**src/rtl/reflet_deserializer_pkg.sv**
```systemverilog
// Shared constants for the reflet deserializer: state encodings, default word size
// and the REFLET_DESERIALIZER_PARITY_EN feature guard.
package reflet_deserializer_pkg;

  localparam logic [0:0] ST_IDLE  = 1'b0;
  localparam logic [0:0] ST_SHIFT = 1'b1;

  localparam int unsigned DEFAULT_WORD_SIZE = 8;

`ifdef REFLET_DESERIALIZER_PARITY_EN
  localparam bit PARITY_EN = 1'b1;
`else
  localparam bit PARITY_EN = 1'b0;
`endif

  // Strobes needed per frame: data bits plus the optional trailing parity bit.
  function automatic int unsigned frame_bits(input int unsigned word_size);
    return word_size + (PARITY_EN ? 32'd1 : 32'd0);
  endfunction

endpackage

```
**src/rtl/reflet_deser_shift.sv**
```systemverilog
// Bit counter and assembly register: turns enable/sync/in strobes into a word
// plus a single-cycle word_done, combinationally aligned with the completing strobe.
module reflet_deser_shift
  import reflet_deserializer_pkg::*;
#(
  parameter int unsigned WORD_SIZE = DEFAULT_WORD_SIZE,
  parameter bit          LSB_FIRST = 1'b1
) (
  input  logic                 clk,
  input  logic                 reset,
  input  logic                 enable,
  input  logic                 sync,
  input  logic                 in,
  output logic [WORD_SIZE-1:0] word,
  output logic                 word_done,
  output logic                 parity_ok,
  output logic                 busy
);

  localparam int unsigned NBITS = frame_bits(WORD_SIZE);
  localparam int unsigned CW    = $clog2(NBITS + 1);

  logic [0:0]           state_q, state_d;
  logic [CW-1:0]        cnt_q, cnt_d;
  logic [CW-1:0]        pos;
  logic [WORD_SIZE-1:0] shreg_q, shreg_d;
  logic [WORD_SIZE-1:0] bit_vec;
  logic                 par_q, par_d;

  assign bit_vec = {{(WORD_SIZE-1){1'b0}}, in};

  always_comb begin
    state_d   = state_q;
    cnt_d     = cnt_q;
    shreg_d   = shreg_q;
    par_d     = par_q;
    word_done = 1'b0;
    pos       = '0;
    if (enable) begin
      if (sync) begin
        // sync restarts the word from any state, discarding a partial one
        pos     = LSB_FIRST ? '0 : CW'(WORD_SIZE - 1);
        shreg_d = bit_vec << pos;
        par_d   = in;
        cnt_d   = CW'(1);
        state_d = ST_SHIFT;
      end else if (state_q == ST_SHIFT) begin
        pos   = LSB_FIRST ? cnt_q : CW'(WORD_SIZE - 1) - cnt_q;
        par_d = par_q ^ in;
        if (cnt_q < CW'(WORD_SIZE)) begin
          shreg_d = shreg_q | (bit_vec << pos);
        end
        if (cnt_q == CW'(NBITS - 1)) begin
          word_done = 1'b1;
          cnt_d     = '0;
          state_d   = ST_IDLE;
        end else begin
          cnt_d = cnt_q + CW'(1);
        end
      end
    end
  end

  assign word      = shreg_d;
  assign parity_ok = PARITY_EN ? ~par_d : 1'b1;
  assign busy      = (state_q == ST_SHIFT);

  always_ff @(posedge clk) begin
    if (!reset) begin
      state_q <= ST_IDLE;
      cnt_q   <= '0;
      shreg_q <= '0;
      par_q   <= 1'b0;
    end else begin
      state_q <= state_d;
      cnt_q   <= cnt_d;
      shreg_q <= shreg_d;
      par_q   <= par_d;
    end
  end

endmodule

```
**src/rtl/reflet_deserializer.sv**
```systemverilog
// Serial-to-parallel receiver with a one-word valid/ready holding register and sticky
// overrun flag; REFLET_DESERIALIZER_PARITY_EN adds an even-parity bit and parity_error.
module reflet_deserializer
  import reflet_deserializer_pkg::*;
#(
  parameter int unsigned WORD_SIZE = DEFAULT_WORD_SIZE,
  parameter bit          LSB_FIRST = 1'b1
) (
  input  logic                 clk,
  input  logic                 reset,
  input  logic                 enable,
  input  logic                 in,
  input  logic                 sync,
  output logic [WORD_SIZE-1:0] out_data,
  output logic                 out_valid,
  input  logic                 out_ready,
  output logic                 busy,
  output logic                 overrun,
  input  logic                 clear_flags
`ifdef REFLET_DESERIALIZER_PARITY_EN
  ,
  output logic                 parity_error
`endif
);

  logic [WORD_SIZE-1:0] word;
  logic                 word_done;
  logic                 parity_ok;
  logic                 word_ok;
  logic                 accept;

  logic [WORD_SIZE-1:0] hold_q, hold_d;
  logic                 valid_q, valid_d;
  logic                 overrun_q, overrun_d;

  reflet_deser_shift #(
    .WORD_SIZE(WORD_SIZE),
    .LSB_FIRST(LSB_FIRST)
  ) u_shift (
    .clk      (clk),
    .reset    (reset),
    .enable   (enable),
    .sync     (sync),
    .in       (in),
    .word     (word),
    .word_done(word_done),
    .parity_ok(parity_ok),
    .busy     (busy)
  );

  assign word_ok = word_done & parity_ok;
  // a word completing while the current one is consumed loads with no bubble
  assign accept  = word_ok & (~valid_q | out_ready);

  always_comb begin
    hold_d    = hold_q;
    valid_d   = valid_q;
    if (accept) begin
      hold_d  = word;
      valid_d = 1'b1;
    end else if (valid_q & out_ready) begin
      valid_d = 1'b0;
    end
    overrun_d = (word_ok & ~accept) | (overrun_q & ~clear_flags);
  end

  always_ff @(posedge clk) begin
    if (!reset) begin
      hold_q    <= '0;
      valid_q   <= 1'b0;
      overrun_q <= 1'b0;
    end else begin
      hold_q    <= hold_d;
      valid_q   <= valid_d;
      overrun_q <= overrun_d;
    end
  end

  assign out_data  = hold_q;
  assign out_valid = valid_q;
  assign overrun   = overrun_q;

`ifdef REFLET_DESERIALIZER_PARITY_EN
  logic perr_q, perr_d;

  always_comb begin
    perr_d = (word_done & ~parity_ok) | (perr_q & ~clear_flags);
  end

  always_ff @(posedge clk) begin
    if (!reset) begin
      perr_q <= 1'b0;
    end else begin
      perr_q <= perr_d;
    end
  end

  assign parity_error = perr_q;
`endif

endmodule

```
**config.mk**
```make
export PLATFORM = sky130hd
export DESIGN_NAME = reflet_deserializer
export DESIGN_NICKNAME = d
export VERILOG_FILES = /design/src/rtl/reflet_deserializer_pkg.sv /design/src/rtl/reflet_deser_shift.sv /design/src/rtl/reflet_deserializer.sv
export SDC_FILE = /design/constraint.sdc
export NUM_CORES = 1
export LEC_CHECK = 0
export CORE_MARGIN = 2
export CORE_UTILIZATION = 51
export CTS_CLUSTER_SIZE = 25
export DETAILED_ROUTE_END_ITERATION = 7
export PLACE_DENSITY = 0.75
export SLEW_MARGIN = 20
export SYNTH_ARGS = -nofsm -noshare
export SYNTH_HDL_FRONTEND = slang
export SYNTH_HIERARCHICAL = 1
export SYNTH_SLANG_ARGS = --single-unit
```
**constraint.sdc**
```tcl
create_clock -name clk -period 2 [get_ports clk]
set_input_delay 0.6 -clock clk [delete_from_list [all_inputs] [get_ports clk]]
set_output_delay 0.6 -clock clk [all_outputs]
set_load 0.01 [all_outputs]
```
==> out/results.txt <==
CTS buffer count - 3
Drt wl/cell - 12.4 µm
Setup TNS - 0 ps
Layout Cells excl Fill - 171
Endpoints failing hold - 0
Post-CTS Resized - 0
All-Layer GR Usage - 19.5%
Final min period - 1870 ps
Largest net degree at the start of global routing - 27
Detail Placement HPWL - 1.56 mm
# hold bufs at CTS - 0
Clock latency on the worst-skew pair - 310 ps
Switch share - 24.0%
Max Slew Vio Count - 0
First-pass GRT wire length - 3.77 mm
Hold_ws - 463 ps
DP Worst Slack - -138 ps
Share of cells above drive strength 1 - 14.6%
Grt total ovfl - 0
Initial antenna violation count - 0
CP cell instances - clkdlybuf4s50_1
Hold Path Class - register to register
Drt drc - 0
Starting Density - 54.0%
ANT nets after route - 0
Largest cells by area after synthesis - dfxtp_1, mux2i_1, nand2_1
Vias in the first global route - 878
Avg Inst Size Synth - 8.82 µm²
Clk buf depth - 2
F_max - 536 MHz
Core box area - 1960 µm²
CP required - 1400 ps
Die Y - 49.6 µm
Buf+Inv Stages, Crit Path - 1
Clk sinks - 23
Syn Std Cell Area - 1060 µm²
Clock share of power - 28.1%
Setup repair bufs after CTS - 0
CP Class - register to output port
Final design utilization - 67.6%
Seq/Total Area, Yosys - 43.5%
Setup ws final - 133 ps
CTS tree - built
Crit path launch type - register
Syn_nets - 128
Final net count - 153
Static leakage - 0.507 nW
Worst VDD drop - 430 µV
Final wirelength - 2.12 mm
Worst-path clk slew - 130 ps
Fillers - 187
Critical path arrival - 1270 ps
Routed vias/inst - 5.32
#FFs+latches synth - 23
Total of max-cap violations - 0
Yosys cell types - 35
Layout area overhead - 25.3%
Final period util - 93.4%
Status - finished, final reports clean
Switching power - 0.182 mW
Combinational Power Share - 10.4%
Detailed-router iteration count before antenna repair - 4
Gp weighted congestion - 0.803
Power Internal - 0.576 mW
Initial DRC Count - 7
IO buf count - 17
Critical Path Fanout Max - 2
Post-synth top area cell - dfxtp_1
Final setup viols - 0
Ys flop type - dfxtp_1
Core Rows - 16
Crit-path leading delay family - buffers and inverters
Mapped Cells - 120
Sequential Power Share - 61.5%
Setup Skew - 3.63 ps
DIE AREA - 2460 µm²
Fraction of registers with async set/reset - 0%
Critical Path Max Stage Delay - 560 ps
R2R setup slack - 180 ps
Top-area cell type share of the netlist area - 43.5%
Critical Path Sink Type - output port
Worst path slowest cell - clkdlybuf4s50_1
EDFF count, synth - 0
H-tree depth - 1
RSZ-0062 raised after global routing - false
Die Wd - 49.6 µm
Clk Tree Root Cell - clkbuf_4
Pwr Density - 572 nW/µm²
Vias - 910
Synth Warn # - 6
Antenna cells - 0
Ports - 18
Placed Cells - 167
per-stage QoR:
stage               power [mW]  cell area [µm²]
floorplan                0.515             1060
global placement         0.553             1300
detailed placement       0.555             1300
CTS                      0.766             1330
global route             0.790             1330
finish                   0.758             1330
metal layers:
layer	share of wire (%)	vias to the layer above	global-route usage (%)	wire length, µm
li1	-	460	-	-
met5	0	-	0	0
met3	4.4	2	2.73	94
met2	47	24	33.1	998
met1	48	424	25.6	1020
met4	0.66	0	5.56	14
final cells by class:
cell class	instances	area, µm²	share of cell area (%)
repair buffers	26	250	18.9
inverters	3	11.3	0.849
clock inverters	1	5.00	0.377
well taps	27	33.8	2.55
flip-flops and latches	23	460	34.7
multi-input cells	88	543	40.9
clock buffers	3	22.5	1.70
placed cells by master (no fill, tap or decap), types with 4 or more instances in the layout:
cell type and instances:
a31oi_1 6, buf_4 8, nor2_1 15, nand2_1 19, dfxtp_1 23, mux2i_1 9
clkdlybuf4s50_1 17, o21ai_0 4
power groups by stage:
stage               registers, mW  logic (mW)  clock network [mW]
detailed placement          0.476      0.0786                   0
global route                0.467      0.0872               0.236
floorplan                   0.479      0.0365                   0
finish                      0.466      0.0792               0.213
global placement            0.476      0.0774                   0
CTS                         0.466      0.0790               0.221
state kept, by name, summed over array words and instances, names as in the netlist:
register	cells
out_data	8
u_shift/shreg_q	8
u_shift/cnt_q	4
overrun	1
u_shift/busy	1
out_valid	1
cells in the mapped netlist, types with 2 or more instances:
master	number
inv_1	3
a41oi_1	2
and2_1	2
buf_2	2
a31oi_1	6
mux2i_1	9
nand3_1	3
dfxtp_1	23
nor2b_1	3
nand2_1	19
a21oi_1	2
nor2_1	15
o21ai_0	4
a21boi_1	3
and3b_2	2
buf_4	3
logic make-up (layout without fill, tap and decap cells):
kind of cell | after synthesis | after routing | synth area share (%)
DFF | 23 | 23 | 43.5
other | 1 | 1 | 0.354
buffers and inverters | 9 | 33 | 5.20
muxes | 9 | 9 | 8.51
AOI/OAI and AO/OA | 21 | 21 | 13.0
adders and majority gates | 1 | 1 | 1.18
and+or+nand+nor | 56 | 56 | 28.3
final timing paths:
| kind | endpoint | start | depth (start not counted) |
|---|---|---|---|
| hold / removal | out_data[7] | out_data[7] | 2 |
| setup reg to reg | out_data[6] | u_shift/cnt_q[1] | 7 |
| hold reg to reg | out_data[7] | out_data[7] | 2 |
| setup / recovery | out_valid | out_valid | 1 |
No activity file was read; power rests on OpenSTA's default activity.
